==> src/rtl/noc_tag_generator.sv <==
// 3-level loop-nest row/col multicast tag generator with valid/ready handshake.
// Optional tag_last/tag_pass outputs are enabled by defining NOC_TAG_LAST_EN.
module noc_tag_generator #(
    parameter int OUT_WIDTH     = 4,
    parameter int MID_WIDTH     = 2,
    parameter int IN_WIDTH      = 3,
    parameter int PASS_WIDTH    = 8,
    parameter int STRIDE_WIDTH  = 4,
    parameter int ROW_TAG_WIDTH = 4,
    parameter int COL_TAG_WIDTH = 4
) (
    input  logic                     clk,
    input  logic                     reset,
    input  logic                     start,
    input  logic                     abort,
    input  logic [OUT_WIDTH-1:0]     cfg_out,
    input  logic [MID_WIDTH-1:0]     cfg_mid,
    input  logic [IN_WIDTH-1:0]      cfg_in,
    input  logic [PASS_WIDTH-1:0]    cfg_passes,
    input  logic [STRIDE_WIDTH-1:0]  cfg_col_stride,
    input  logic [ROW_TAG_WIDTH-1:0] cfg_row_offset,
    input  logic [COL_TAG_WIDTH-1:0] cfg_col_offset,
    output logic                     tag_valid,
    input  logic                     tag_ready,
    output logic [ROW_TAG_WIDTH-1:0] row_tag,
    output logic [COL_TAG_WIDTH-1:0] col_tag,
    output logic                     busy,
    output logic                     done
`ifdef NOC_TAG_LAST_EN
    ,
    output logic                     tag_last,
    output logic [PASS_WIDTH-1:0]    tag_pass
`endif
);

    localparam int PW = MID_WIDTH + STRIDE_WIDTH;

    typedef enum logic [1:0] {S_IDLE, S_RUN, S_DONE} state_t;

    state_t                   state_q, state_d;
    logic [OUT_WIDTH-1:0]     out_idx_q, out_idx_d, out_max_q, out_max_d;
    logic [MID_WIDTH-1:0]     mid_idx_q, mid_idx_d, mid_max_q, mid_max_d;
    logic [IN_WIDTH-1:0]      in_idx_q, in_idx_d, in_max_q, in_max_d;
    logic [PASS_WIDTH-1:0]    pass_idx_q, pass_idx_d, pass_max_q, pass_max_d;
    logic [STRIDE_WIDTH-1:0]  stride_q, stride_d;
    logic [ROW_TAG_WIDTH-1:0] row_off_q, row_off_d;
    logic [COL_TAG_WIDTH-1:0] col_off_q, col_off_d;
    logic                     valid_q, valid_d, busy_q, busy_d, done_q, done_d;

    logic                     fire;
    logic                     in_last, mid_last, out_last, pass_last;

    assign fire      = valid_q && tag_ready;
    assign in_last   = (in_idx_q == in_max_q);
    assign mid_last  = (mid_idx_q == mid_max_q);
    assign out_last  = (out_idx_q == out_max_q);
    assign pass_last = (pass_idx_q == pass_max_q);

    always_comb begin
        state_d    = state_q;
        out_idx_d  = out_idx_q;
        mid_idx_d  = mid_idx_q;
        in_idx_d   = in_idx_q;
        pass_idx_d = pass_idx_q;
        out_max_d  = out_max_q;
        mid_max_d  = mid_max_q;
        in_max_d   = in_max_q;
        pass_max_d = pass_max_q;
        stride_d   = stride_q;
        row_off_d  = row_off_q;
        col_off_d  = col_off_q;
        valid_d    = valid_q;
        busy_d     = busy_q;
        done_d     = 1'b0;

        case (state_q)
            S_IDLE: begin
                if (start) begin
                    // Extents are stored as max index so a zero extent collapses to one iteration.
                    out_max_d  = (cfg_out    == '0) ? '0 : cfg_out    - OUT_WIDTH'(1);
                    mid_max_d  = (cfg_mid    == '0) ? '0 : cfg_mid    - MID_WIDTH'(1);
                    in_max_d   = (cfg_in     == '0) ? '0 : cfg_in     - IN_WIDTH'(1);
                    pass_max_d = (cfg_passes == '0) ? '0 : cfg_passes - PASS_WIDTH'(1);
                    stride_d   = cfg_col_stride;
                    row_off_d  = cfg_row_offset;
                    col_off_d  = cfg_col_offset;
                    out_idx_d  = '0;
                    mid_idx_d  = '0;
                    in_idx_d   = '0;
                    pass_idx_d = '0;
                    state_d    = S_RUN;
                    valid_d    = 1'b1;
                    busy_d     = 1'b1;
                end
            end
            S_RUN: begin
                if (fire) begin
                    if (!in_last) begin
                        in_idx_d = in_idx_q + IN_WIDTH'(1);
                    end else begin
                        in_idx_d = '0;
                        if (!mid_last) begin
                            mid_idx_d = mid_idx_q + MID_WIDTH'(1);
                        end else begin
                            mid_idx_d = '0;
                            if (!out_last) begin
                                out_idx_d = out_idx_q + OUT_WIDTH'(1);
                            end else begin
                                out_idx_d = '0;
                                if (pass_last) begin
                                    pass_idx_d = '0;
                                    state_d    = S_DONE;
                                    valid_d    = 1'b0;
                                    done_d     = 1'b1;
                                end else begin
                                    pass_idx_d = pass_idx_q + PASS_WIDTH'(1);
                                end
                            end
                        end
                    end
                end
            end
            S_DONE: begin
                state_d = S_IDLE;
                busy_d  = 1'b0;
            end
            default: begin
                state_d = S_IDLE;
                valid_d = 1'b0;
                busy_d  = 1'b0;
            end
        endcase

        if (abort) begin
            state_d    = S_IDLE;
            out_idx_d  = '0;
            mid_idx_d  = '0;
            in_idx_d   = '0;
            pass_idx_d = '0;
            valid_d    = 1'b0;
            busy_d     = 1'b0;
            done_d     = 1'b0;
        end
    end

    always_ff @(posedge clk or posedge reset) begin
        if (reset) begin
            state_q    <= S_IDLE;
            out_idx_q  <= '0;
            mid_idx_q  <= '0;
            in_idx_q   <= '0;
            pass_idx_q <= '0;
            out_max_q  <= '0;
            mid_max_q  <= '0;
            in_max_q   <= '0;
            pass_max_q <= '0;
            stride_q   <= '0;
            row_off_q  <= '0;
            col_off_q  <= '0;
            valid_q    <= 1'b0;
            busy_q     <= 1'b0;
            done_q     <= 1'b0;
        end else begin
            state_q    <= state_d;
            out_idx_q  <= out_idx_d;
            mid_idx_q  <= mid_idx_d;
            in_idx_q   <= in_idx_d;
            pass_idx_q <= pass_idx_d;
            out_max_q  <= out_max_d;
            mid_max_q  <= mid_max_d;
            in_max_q   <= in_max_d;
            pass_max_q <= pass_max_d;
            stride_q   <= stride_d;
            row_off_q  <= row_off_d;
            col_off_q  <= col_off_d;
            valid_q    <= valid_d;
            busy_q     <= busy_d;
            done_q     <= done_d;
        end
    end

    // Outside RUN the counters are zero, so tags reflect the live offsets.
    logic [ROW_TAG_WIDTH-1:0] row_off_sel;
    logic [COL_TAG_WIDTH-1:0] col_off_sel;
    logic [PW-1:0]            mid_term;

    assign row_off_sel = (state_q == S_RUN) ? row_off_q : cfg_row_offset;
    assign col_off_sel = (state_q == S_RUN) ? col_off_q : cfg_col_offset;
    assign mid_term    = PW'(mid_idx_q) * PW'(stride_q);

    assign row_tag   = ROW_TAG_WIDTH'(out_idx_q) + row_off_sel;
    assign col_tag   = COL_TAG_WIDTH'(in_idx_q) + COL_TAG_WIDTH'(mid_term) + col_off_sel;
    assign tag_valid = valid_q;
    assign busy      = busy_q;
    assign done      = done_q;

`ifdef NOC_TAG_LAST_EN
    assign tag_last = valid_q && in_last && mid_last && out_last;
    assign tag_pass = valid_q ? pass_idx_q : '0;
`endif

endmodule
==> config.mk <==
export PLATFORM = sky130hd
export DESIGN_NAME = noc_tag_generator
export DESIGN_NICKNAME = d
export VERILOG_FILES = /design/src/rtl/noc_tag_generator.sv
export SDC_FILE = /design/constraint.sdc
export NUM_CORES = 1
export LEC_CHECK = 0
export BUFFER_PORTS_ARGS = -buffer_cell sky130_fd_sc_hd__buf_2
export CORE_ASPECT_RATIO = 1.4
export CORE_UTILIZATION = 30
export DETAILED_ROUTE_END_ITERATION = 10
export HOLD_SLACK_MARGIN = 0.12
export SLEW_MARGIN = 20
export SYNTH_ARGS = -nofsm -noshare
export SYNTH_HDL_FRONTEND = slang
export SYNTH_SLANG_ARGS = --single-unit
==> constraint.sdc <==
create_clock -name clk -period 9.6 [get_ports clk]
set_input_delay 1.92 -clock clk [delete_from_list [all_inputs] [get_ports clk]]
set_output_delay 1.92 -clock clk [all_outputs]
set_load 0.01 [all_outputs]
[Yosys cells after proc, flatten, opt, wreduce, memory -nomap -nowiden]
Index checks and enable logic that the tools add are counted.
Operators by class
  bitwise operators: 0
  eq/ne operators: 14
  order comparisons: 0
  shift-type cells: 0
  reductions and logical operators: 15
  $mul: 1
  mux-type cells: 57
  add/sub/neg operators: 11
  div/mod/pow operators: 0
Operator list (count)
  two-way mux 8 bit: 8
  two-way mux 4 bit: 9
  two-way mux 2 bit: 13
  inequality test 3 bit (second input constant): 6
  case mux 8 bit (2 select lines): 1
  two-way mux 1 bit: 15
  two-way mux 3 bit: 5
  AND reduction 6 bit: 2
  adder 4 bit: 2
  adder 8 x 1 -> 8 bit (second input constant): 1
  == test 8 bit: 1
  zero test 8 bit: 1
  case mux 2 bit (2 select lines): 2
  case mux 4 bit (2 select lines): 1
  subtractor 8 x 1 -> 8 bit (second input constant): 1
  AND reduction 7 bit: 1
  case mux 3 bit (2 select lines): 1
  AND reduction 5 bit: 1
  adder 3 x 4 -> 4 bit: 1
  adder 4 x 1 -> 4 bit (second input constant): 1
  == test 4 bit: 1
  zero test 2 bit: 2
  zero test 4 bit: 1
  multiplier 2 x 4 -> 4 bit: 1
  other kinds (18): 20
Word-level totals
  bits in latches: 0
  ROM bits: 0
  memory bits (writable): 0
  memories kept: 0
  flip-flop bits (word level): 51
  output and inout port bits: 11
  word-level logic and storage cells: 113

[Depth between registers and ports, before layout]
Gate-level depths: netlist of run 1.
  depth after elaboration: 8
  mapped depth: 11

[Worst setup path before layout of run 1]
Ideal clock, no wire load.
  path kind: input-to-output
  start point: in cfg_col_offset[1]
  end point: out col_tag[3]
  arrival time: 3.542 ns
  stages on the path: 9
  setup slack: 4.138 ns
  buffers on the path: 0
  required time: 7.680 ns
  path through: nand2_1 nand2_1 fa_1 ha_1 inv_1 fa_1 xnor2_1 xnor2_1 xnor2_1
On the way
  word-level cells in the longest chain between the ends: 2
RTL lines
  from (decl): line 22  | input logic [COL_TAG_WIDTH-1:0] cfg_col_offset,
  two-way mux 4 bit: line 188  | assign col_off_sel = (state_q == S_RUN) ? col_off_q : cfg_col_offset;
  adder 4 bit: line 192  | assign col_tag = COL_TAG_WIDTH'(in_idx_q) + COL_TAG_WIDTH'(mid_term) + col_off_sel;
  to (decl): line 26  | output logic [COL_TAG_WIDTH-1:0] col_tag,
No other way between the ends.

[Final worst setup path of run 1]
Same ends and word-level chain as after synthesis.

==> flow_summary.toml, run 1 <==
[drt]
detail_route.first_pass.iterations = 4
routedWlPerCell_um = 13.4
wl_mm = 7.04
via_count = 2551
postRouteAntennaNets = 0
viasPerCell = 4.85
drc = 0
drtIter0Drc = 64

[global_route]
grt_first_pass_wirelength_mm = 12.1
grtUsageTotal = 0.145
grt_pass1_vias = 2640
grt_max_degree = 52
globalRouteOverflowTotal = 0
antenna_found_initial = 0

[clock_tree]
clk_latency_ns = 0.29
cts_buffers = 5
cts_resized = 0
clkSinkCount = 51
cts_setup_buffers = 0
clockBufferDepth = 2
postCtsHoldBufs = 0
clk_transition_reported_paths_ns = 0.07
cts_tree = "yes"
root_buffer = "clkbuf_16"
cts.htree.levels = 2

[floorplan]
initial_utilization = 0.310
io_pins = 45
fp.dieArea_um2 = 10800
die_h_um = 122
num_rows = 43
die_w_um = 88.0
core_um2 = 10000

[logic_synthesis]
synthTopCellsByArea = "dfrtp_1, nand2_1, ha_1"
yosys.area_share.simple = 0.235
syn_avg_cell_area_um2 = 9.00
synth_xor_area_frac = 0.0875
ys_warn_count = 0
yosys-top-cells-count = "nand2_1, dfrtp_1, o21ai_0"
seq_area_frac_synth = 0.411
synth_top_family_by_area = "simple AND/OR/NAND/NOR gates"
synth_edf_count = 0
synth-compound-area-share = 0.130
synthArstFlopShare = 1.00
synthAdderAreaFrac = 0.0911
yosys-mux-area-fraction = 0.00967
synth-main-ff-cell = "dfrtp_1"
syn_area_um2 = 3100
synth_top_area_share = 0.411
synth_seq_cells = 51
syn_inst = 345
synth_nets = 398
synth.most_common_cell = "nand2_1"
synth_cell_type_count = 45
yosysTopAreaCell = "dfrtp_1"

[critical_path]
crit_top_cell = "xnor2_1"
end_kind = "output pin"
r2r_cells = 4
startpoint_type = "primary input"
critPathKind = "in2out"
path_buf_inv = 3
cp_max_fo = 2
critPathRequiredTime_ns = 7.68
crit_cells = 11
crit_path_cell_trace = "buf_2 -> nand2_1 -> nand2_1 -> fa_1 -> ha_1 -> inv_1 -> fa_1 -> xnor2_1 -> xnor2_1 -> xnor2_1 -> buf_2"
max_stage_delay_ns = 0.49
critPathTopFamily = "adder cells"
slowest_stage = "fa_1"
arrival_ns = 3.80

[timing]
min_period_ns = 5.72
finalHoldViolations = 0
clock-skew-final_ns = 0.00489
clock.fmax_ghz = 0.175
period_share = 0.596
fin_tns_setup_ns = 0
slew_viol_final = 0
slew_headroom = 0.411
worstMarginPinSlew_ns = 0.882
rsz0062_at_grt = "no"
finalSetupViolations = 0

[power]
totalPowerFinal_mw = 0.559
p_leak_nw = 1.72
ir_drop_v = 0.0000971
power_density_nw_per_um2 = 153

[hold_path]
min_path_type = "reg2reg"
whs_path_depth = 2

[run]
maxCapViolations = 0

[place]
place_hpwl_mm = 5.34
placed_cells = 517
io_buffers = 44
place.gp.congestion = 0.845

[finish]
nFillCells = 1075
drive_above_1_share = 0.167
final_cells = 526
final_core_util = 0.364
nets = 442
areaGrowthSynthToFinish_pct = 17.3

[status]
outcome = "finished clean"
## tightest hold or removal path, cell delays in order, from the launching register on
cell     delay (ns)
dfrtp_1        0.34
nand2_1        0.05
nand2_1        0.05
## kinds of logic (layout without fill, tap and decap cells)
kind of cell / Yosys count / after routing
AND/OR/NAND/NOR: 153 / 153
AO/OA/AOI/OAI: 62 / 62
flip-flops: 51 / 51
XOR/XNOR: 31 / 31
buffers and inverters: 26 / 71
adder cells (fa/ha/maj): 19 / 19
multiplexers: 3 / 3
other: 0 / 1
## per-layer routing
metal  track usage  vias up  wire length, µm
met5             0        -                0
met4        0.0605        0              172
met3        0.0269       11              220
met2         0.262       50             3750
met1         0.164     1229             2890
li1              -     1261                -
## layout make-up
cell class | count | area [µm²] | area share
diodes | 1 | 2.50 | 0.000687
repair buffers | 46 | 235 | 0.0646
clock inverters | 2 | 35.0 | 0.00962
clock buffers | 6 | 139 | 0.0381
multi-input cells | 268 | 1720 | 0.472
well taps | 135 | 169 | 0.0464
inverters | 17 | 65.1 | 0.0179
flip-flops and latches | 51 | 1280 | 0.351
## per-stage QoR
step	worst slack [ns]	hold slack (ns)	instance area, µm²
floorplan	4.14	0.445	3100
global placement	3.90	0.458	3460
detailed placement	3.86	0.463	3460
CTS	3.86	0.482	3640
global route	3.73	0.502	3640
finish	3.88	0.477	3640
## layout by cell type, fill, tap and decap left out, types with 3 or more instances in the layout
cell,netlist,routed
mux2i_1,3,3
nand2_1,92,92
fa_1,6,6
nor3_1,6,6
a31oi_1,3,3
o31ai_1,8,8
a211oi_1,5,5
inv_1,17,16
nor4_1,8,8
or2_2,3,3
o21ai_0,25,25
nand3_1,9,9
clkbuf_16,0,5
a21oi_1,6,6
o22ai_1,3,3
nand2b_1,7,7
dfrtp_1,51,51
xor2_1,18,18
buf_2,3,44
ha_1,13,13
xnor2_1,13,13
nor2_1,9,9
and2_1,4,4
## path summary, 6_finish.rpt
kind,start,to,slack [ns]
worst min register to register,col_off_q[0],col_off_q[0],0.48
min in group asynchronous,reset,pass_max_q[6],1.79
max in group asynchronous,reset,pass_idx_q[2],7.29
worst max-delay path,cfg_col_offset[1],col_tag[3],3.88
worst max register to register,state_q[0],out_idx_q[3],7.41
worst min-delay path,col_off_q[0],col_off_q[0],0.48
## power by group
| group | total, mW | internal, mW | leakage (nW) | switching (mW) |
|---|---|---|---|---|
| clock network | 0.207 | 0.130 | 0.0869 | 0.0769 |
| logic | 0.102 | 0.0413 | 0.974 | 0.0608 |
| registers | 0.250 | 0.234 | 0.659 | 0.0158 |
## flip-flops by register name (all words and copies together), names as in the netlist, 3 cells and up
signal and count:
row_off_q 4, out_idx_q 4, col_off_q 4, out_max_q 4, stride_q 4, pass_max_q 8
in_max_q 3, in_idx_q 3, pass_idx_q 8
(Power assumes the default switching activity.)
==> run 2: changes to the inputs <==
--- a/config.mk
+++ b/config.mk
@@ -5,6 +5,7 @@
 export SDC_FILE = /design/constraint.sdc
 export NUM_CORES = 1
 export LEC_CHECK = 0
+export ABC_AREA = 1
 export BUFFER_PORTS_ARGS = -buffer_cell sky130_fd_sc_hd__buf_2
 export CORE_ASPECT_RATIO = 1.4
 export CORE_UTILIZATION = 30
==> constraint.sdc (replaced) <==
create_clock -name clk -period 5.13 [get_ports clk]
set_input_delay 1.026 -clock clk [delete_from_list [all_inputs] [get_ports clk]]
set_output_delay 1.026 -clock clk [all_outputs]
set_load 0.01 [all_outputs]
==> flow_summary.toml, run 2 <==
[status]
outcome = "finished clean"

[timing]
clock.fmax_ghz = 0.230
worstMarginPinSlew_ns = 0.896
clock-skew-final_ns = 0.00506
slew_viol_final = 0
slew_headroom = 0.402
period_share = 0.848
rsz0062_at_grt = "no"
finalHoldViolations = 0
min_period_ns = 4.35
finalSetupViolations = 0
fin_tns_setup_ns = 0

[logic_synthesis]
ys_warn_count = 0
synth_nets = 468
seq_area_frac_synth = 0.401
yosysTopAreaCell = "dfrtp_1"
synth_cell_type_count = 29
synth.most_common_cell = "nand2_1"
syn_avg_cell_area_um2 = 7.66
syn_inst = 415
synthTopCellsByArea = "dfrtp_1, nand2_1, inv_1"
synth-main-ff-cell = "dfrtp_1"
synth_top_area_share = 0.401
yosys-top-cells-count = "nand2_1, inv_1, dfrtp_1"
syn_area_um2 = 3180
synth_seq_cells = 51
synth_edf_count = 0
synthArstFlopShare = 1.00

[power]
ir_drop_v = 0.000170
totalPowerFinal_mw = 1.73
p_leak_nw = 1.93
power_density_nw_per_um2 = 469

[drt]
drc = 0
drtIter0Drc = 180
wl_mm = 6.86
viasPerCell = 4.55
postRouteAntennaNets = 0
routedWlPerCell_um = 11.5
via_count = 2709
detail_route.first_pass.iterations = 5

[critical_path]
crit_path_cell_trace = "inv_1 -> nand2_1 -> inv_1 -> o21ai_0 -> fa_1 -> ha_1 -> inv_1 -> fa_1 -> xnor2_1 -> xor2_1 -> xnor2_1 -> buf_2"
critPathLaunch = "state_q[1]"
critPathKind = "reg2out"
arrival_ns = 3.32
critPathTopFamily = "adder cells"
cp_max_fo = 14
slowest_stage = "fa_1"
crit_top_cell = "inv_1"
critPathRequiredTime_ns = 4.10
max_stage_delay_ns = 0.51
regToRegStartpoint = "state_q[1]"
end_kind = "output pin"
path_buf_inv = 4
startpoint_type = "register"
rrSetupSlack_ns = 3.27

[clock_tree]
cts.htree.levels = 2
cts_setup_buffers = 0
cts_buffers = 5
cts_tree = "yes"
clk_transition_reported_paths_ns = 0.06
postCtsHoldBufs = 0
clkSinkCount = 51
root_buffer = "clkbuf_16"
cts_resized = 0
clk_latency_ns = 0.29
clockBufferDepth = 2

[finish]
nFillCells = 1117
final_cell_mix = "nand2_1, inv_1, dfrtp_1"
layout.area.seq_um2 = 1280
multi_input_area_um2 = 1610
final_common_cell = "nand2_1"
drive_above_1_share = 0.138
areaGrowthSynthToFinish_pct = 16.2
largest_registers = "pass_idx_q (8), pass_max_q (8)"
diodes = 0
nets = 511

[global_route]
use_met3 = 0.0212
grt_first_pass_wirelength_mm = 11.9
globalRouteOverflowTotal = 0
grtUsageTotal = 0.137
met1_usage = 0.159
grt_busiest_layer = "met2"
met2_usage = 0.258
grt_pass1_vias = 2724
grt_max_degree = 52
antenna_found_initial = 0

[floorplan]
num_rows = 44
initial_utilization = 0.307
die_h_um = 124
core_um2 = 10300
io_pins = 45
die_w_um = 89.0
fp.dieArea_um2 = 11000

[hold_path]
holdCritStartpoint = "busy"
min_path_type = "reg2reg"

[run]
maxCapViolations = 0

[place]
io_buffers = 44
place.gp.congestion = 0.755
place_hpwl_mm = 5.21
run 2: changes by cell type after synthesis, sizes merged, moves of 4 or more:
cell / change
o31ai: -6
inv: +48
nand4: +8
xor2: -4
nand2b: -7
nand2: +42
nor3: -4
a211oi: -5
and2: -5
o21ai: +11
nor2: +17
nand3: +6
nor4: -8
run 2: logic make-up (layout without fill, tap and decap cells):
| group | Yosys count | after routing | share of synthesized area |
|---|---|---|---|
| AND/OR/NAND/NOR | 189 | 189 | 0.250 |
| buffers and inverters | 74 | 117 | 0.0909 |
| AO/OA/AOI/OAI | 56 | 56 | 0.0976 |
| flip-flops | 51 | 51 | 0.401 |
| XOR/XNOR | 26 | 26 | 0.0716 |
| adder cells (fa/ha/maj) | 19 | 19 | 0.0889 |
run 2: cell type report:
type / count / area share
Sequential cell: 51 / 0.345
Inverter: 65 / 0.0664
Clock inverter: 1 / 0.00813
Multi-Input combinational cell: 290 / 0.437
Tap cell: 138 / 0.0467
Clock buffer: 6 / 0.0349
Timing Repair Buffer: 45 / 0.0616
run 2: through the flow:
step	hold WS [ns]	util	setup slack (ns)	instance area, µm²	cells
after floorplan	0.442	-	1.37	3180	415
after global placement	0.458	0.342	1.11	3530	589
after detailed placement	0.463	0.342	1.07	3530	589
after CTS	0.478	0.357	0.747	3690	596
after global routing	0.502	0.357	0.543	3690	596
final	0.474	0.357	0.780	3690	596
run 2: final timing paths:
kind / endpoint / cells past startpoint
max: col_tag[3] / 12
max reg2reg: pass_idx_q[3] / 11
min reg2reg: busy / 2
min in group asynchronous: row_off_q[1] / 2
max in group asynchronous: tag_valid / 2
min: busy / 2
run 2: per-layer routing:
metal,share of wire,up-vias
met4,0.012,0
li1,-,1383
met2,0.54,34
met5,0,-
met1,0.42,1286
met3,0.028,6
run 2: where the power goes:
part	switching [mW]	total (mW)	internal, mW
clock network	0.141	0.368	0.228
logic	0.459	0.722	0.263
registers	0.101	0.642	0.541
total	0.701	1.73	1.03
run 2: worst min-delay path, cell delays in order (launching register included):
cell	delay, ns
dfrtp_1	0.34
nand2_1	0.05
nand2_1	0.05
==> run 3: changes to the inputs <==
==> constraint.sdc (replaced) <==
create_clock -name clk -period 3.97 [get_ports clk]
set_input_delay 0.794 -clock clk [delete_from_list [all_inputs] [get_ports clk]]
set_output_delay 0.794 -clock clk [all_outputs]
set_load 0.01 [all_outputs]
==> flow_summary.toml, run 3 (synthesis gave the netlist of run 2 again) <==
[power]
ir_drop_v = 0.000204
power_density_nw_per_um2 = 598
totalPowerFinal_mw = 2.23
p_leak_nw = 1.95

[finish]
largest_registers = "pass_idx_q (8), pass_max_q (8)"
final_cells = 603
design_area_um2 = 3730
final_common_cell = "nand2_1"
nFillCells = 1137
diodes = 0
nets = 517
drive_above_1_share = 0.159
final_cell_mix = "nand2_1, inv_1, dfrtp_1"
areaGrowthSynthToFinish_pct = 17.2

[timing]
clock.fmax_ghz = 0.262
clock-skew-final_ns = 0.00528
finalSetupViolations = 0
finalHoldViolations = 0
slew_viol_final = 0
whs_ns = 0.486
setup_slack_ns = 0.158
worstMarginPinSlew_ns = 0.948
slew_headroom = 0.367
min_period_ns = 3.81
period_share = 0.960

[drt]
postRouteAntennaNets = 0
drtIter0Drc = 172
wl_mm = 7.16
via_count = 2762
viasPerCell = 4.58
routedWlPerCell_um = 11.9
drc = 0
detail_route.first_pass.iterations = 4

[global_route]
grtUsageTotal = 0.143
grt_busiest_layer = "met2"
grt_pass1_vias = 2742
grt_first_pass_wirelength_mm = 12.2
met2_usage = 0.265
antenna_found_initial = 0
use_met3 = 0.0225
globalRouteOverflowTotal = 0
met1_usage = 0.161
grt_max_degree = 52

[place]
place.gp.congestion = 0.768
place_ws_ns = 0.313
io_buffers = 44
placed_cell_area_um2 = 3550
place_hpwl_mm = 5.36
placed_cells = 591

[clock_tree]
cts_buffers = 5
cts.htree.levels = 2
clkSinkCount = 51
postCtsHoldBufs = 0
clockBufferDepth = 2
root_buffer = "clkbuf_16"
clk_transition_reported_paths_ns = 0.06
clk_latency_ns = 0.30
cts_tree = "yes"

[run]
maxCapViolations = 0

[floorplan]
die_h_um = 124
fp.dieArea_um2 = 11000
initial_utilization = 0.307
io_pins = 45
core_um2 = 10300
die_w_um = 89.0
num_rows = 44

[critical_path]
startpoint_type = "register"
cp_max_fo = 3
end_kind = "output pin"
critPathKind = "reg2out"
rrSetupSlack_ns = 1.83
arrival_ns = 3.02
critPathRequiredTime_ns = 3.18

[hold_path]
min_path_type = "reg2reg"

[status]
outcome = "finished clean"
-- run 3: what timing repair did --
action,CTS,global route
cloned,0,0
endpoints found under the setup margin,1,1
gates resized for setup,2,3
buffers inserted,0,4
pin swaps,0,3
-- run 3: cell type report --
class | instances | area [µm²] | share of cell area
multi-input cells | 290 | 1620 | 0.435
flip-flops and latches | 51 | 1280 | 0.343
repair buffers | 51 | 273 | 0.0732
inverters | 65 | 245 | 0.0658
well taps | 138 | 173 | 0.0463
clock buffers | 7 | 133 | 0.0356
clock inverters | 1 | 5.00 | 0.00134
-- run 3: worst paths after layout --
path,cells after the start,to,from
max in group asynchronous,2,mid_idx_q[1],reset
min in group asynchronous,2,done,reset
min,2,row_off_q[3],row_off_q[3]
max,11,col_tag[3],in_idx_q[1]
max reg2reg,6,in_max_q[1],state_q[0]
min reg2reg,2,row_off_q[3],row_off_q[3]
-- run 3: metal layers --
layer,vias to the layer above,wire [µm]
met4,0,155
met3,13,180
li1,1398,-
met5,-,0
met2,46,3770
met1,1305,3060
-- run 3: power by group --
part           internal (mW)  total [mW]  switching, mW  leakage (nW)
registers              0.700       0.832          0.132         0.656
clock network          0.234       0.424          0.190        0.0679
logic                  0.361       0.972          0.611          1.22
-- run 3: critical path, stage by stage (launching register included) --
cell     delay [ns]
dfrtp_1        0.39
inv_2          0.07
fa_1           0.53
inv_1          0.05
fa_1           0.53
ha_1           0.14
inv_1          0.05
fa_2           0.33
xnor2_1        0.17
xor2_1         0.19
xnor2_1        0.14
buf_2          0.15
-- run 3: metrics by stage --
step	TNS, ns	utilization
after floorplan	0	-
after global placement	0	0.343
after detailed placement	0	0.343
after CTS	0	0.357
after global routing	-0.00731	0.360
final	0	0.360
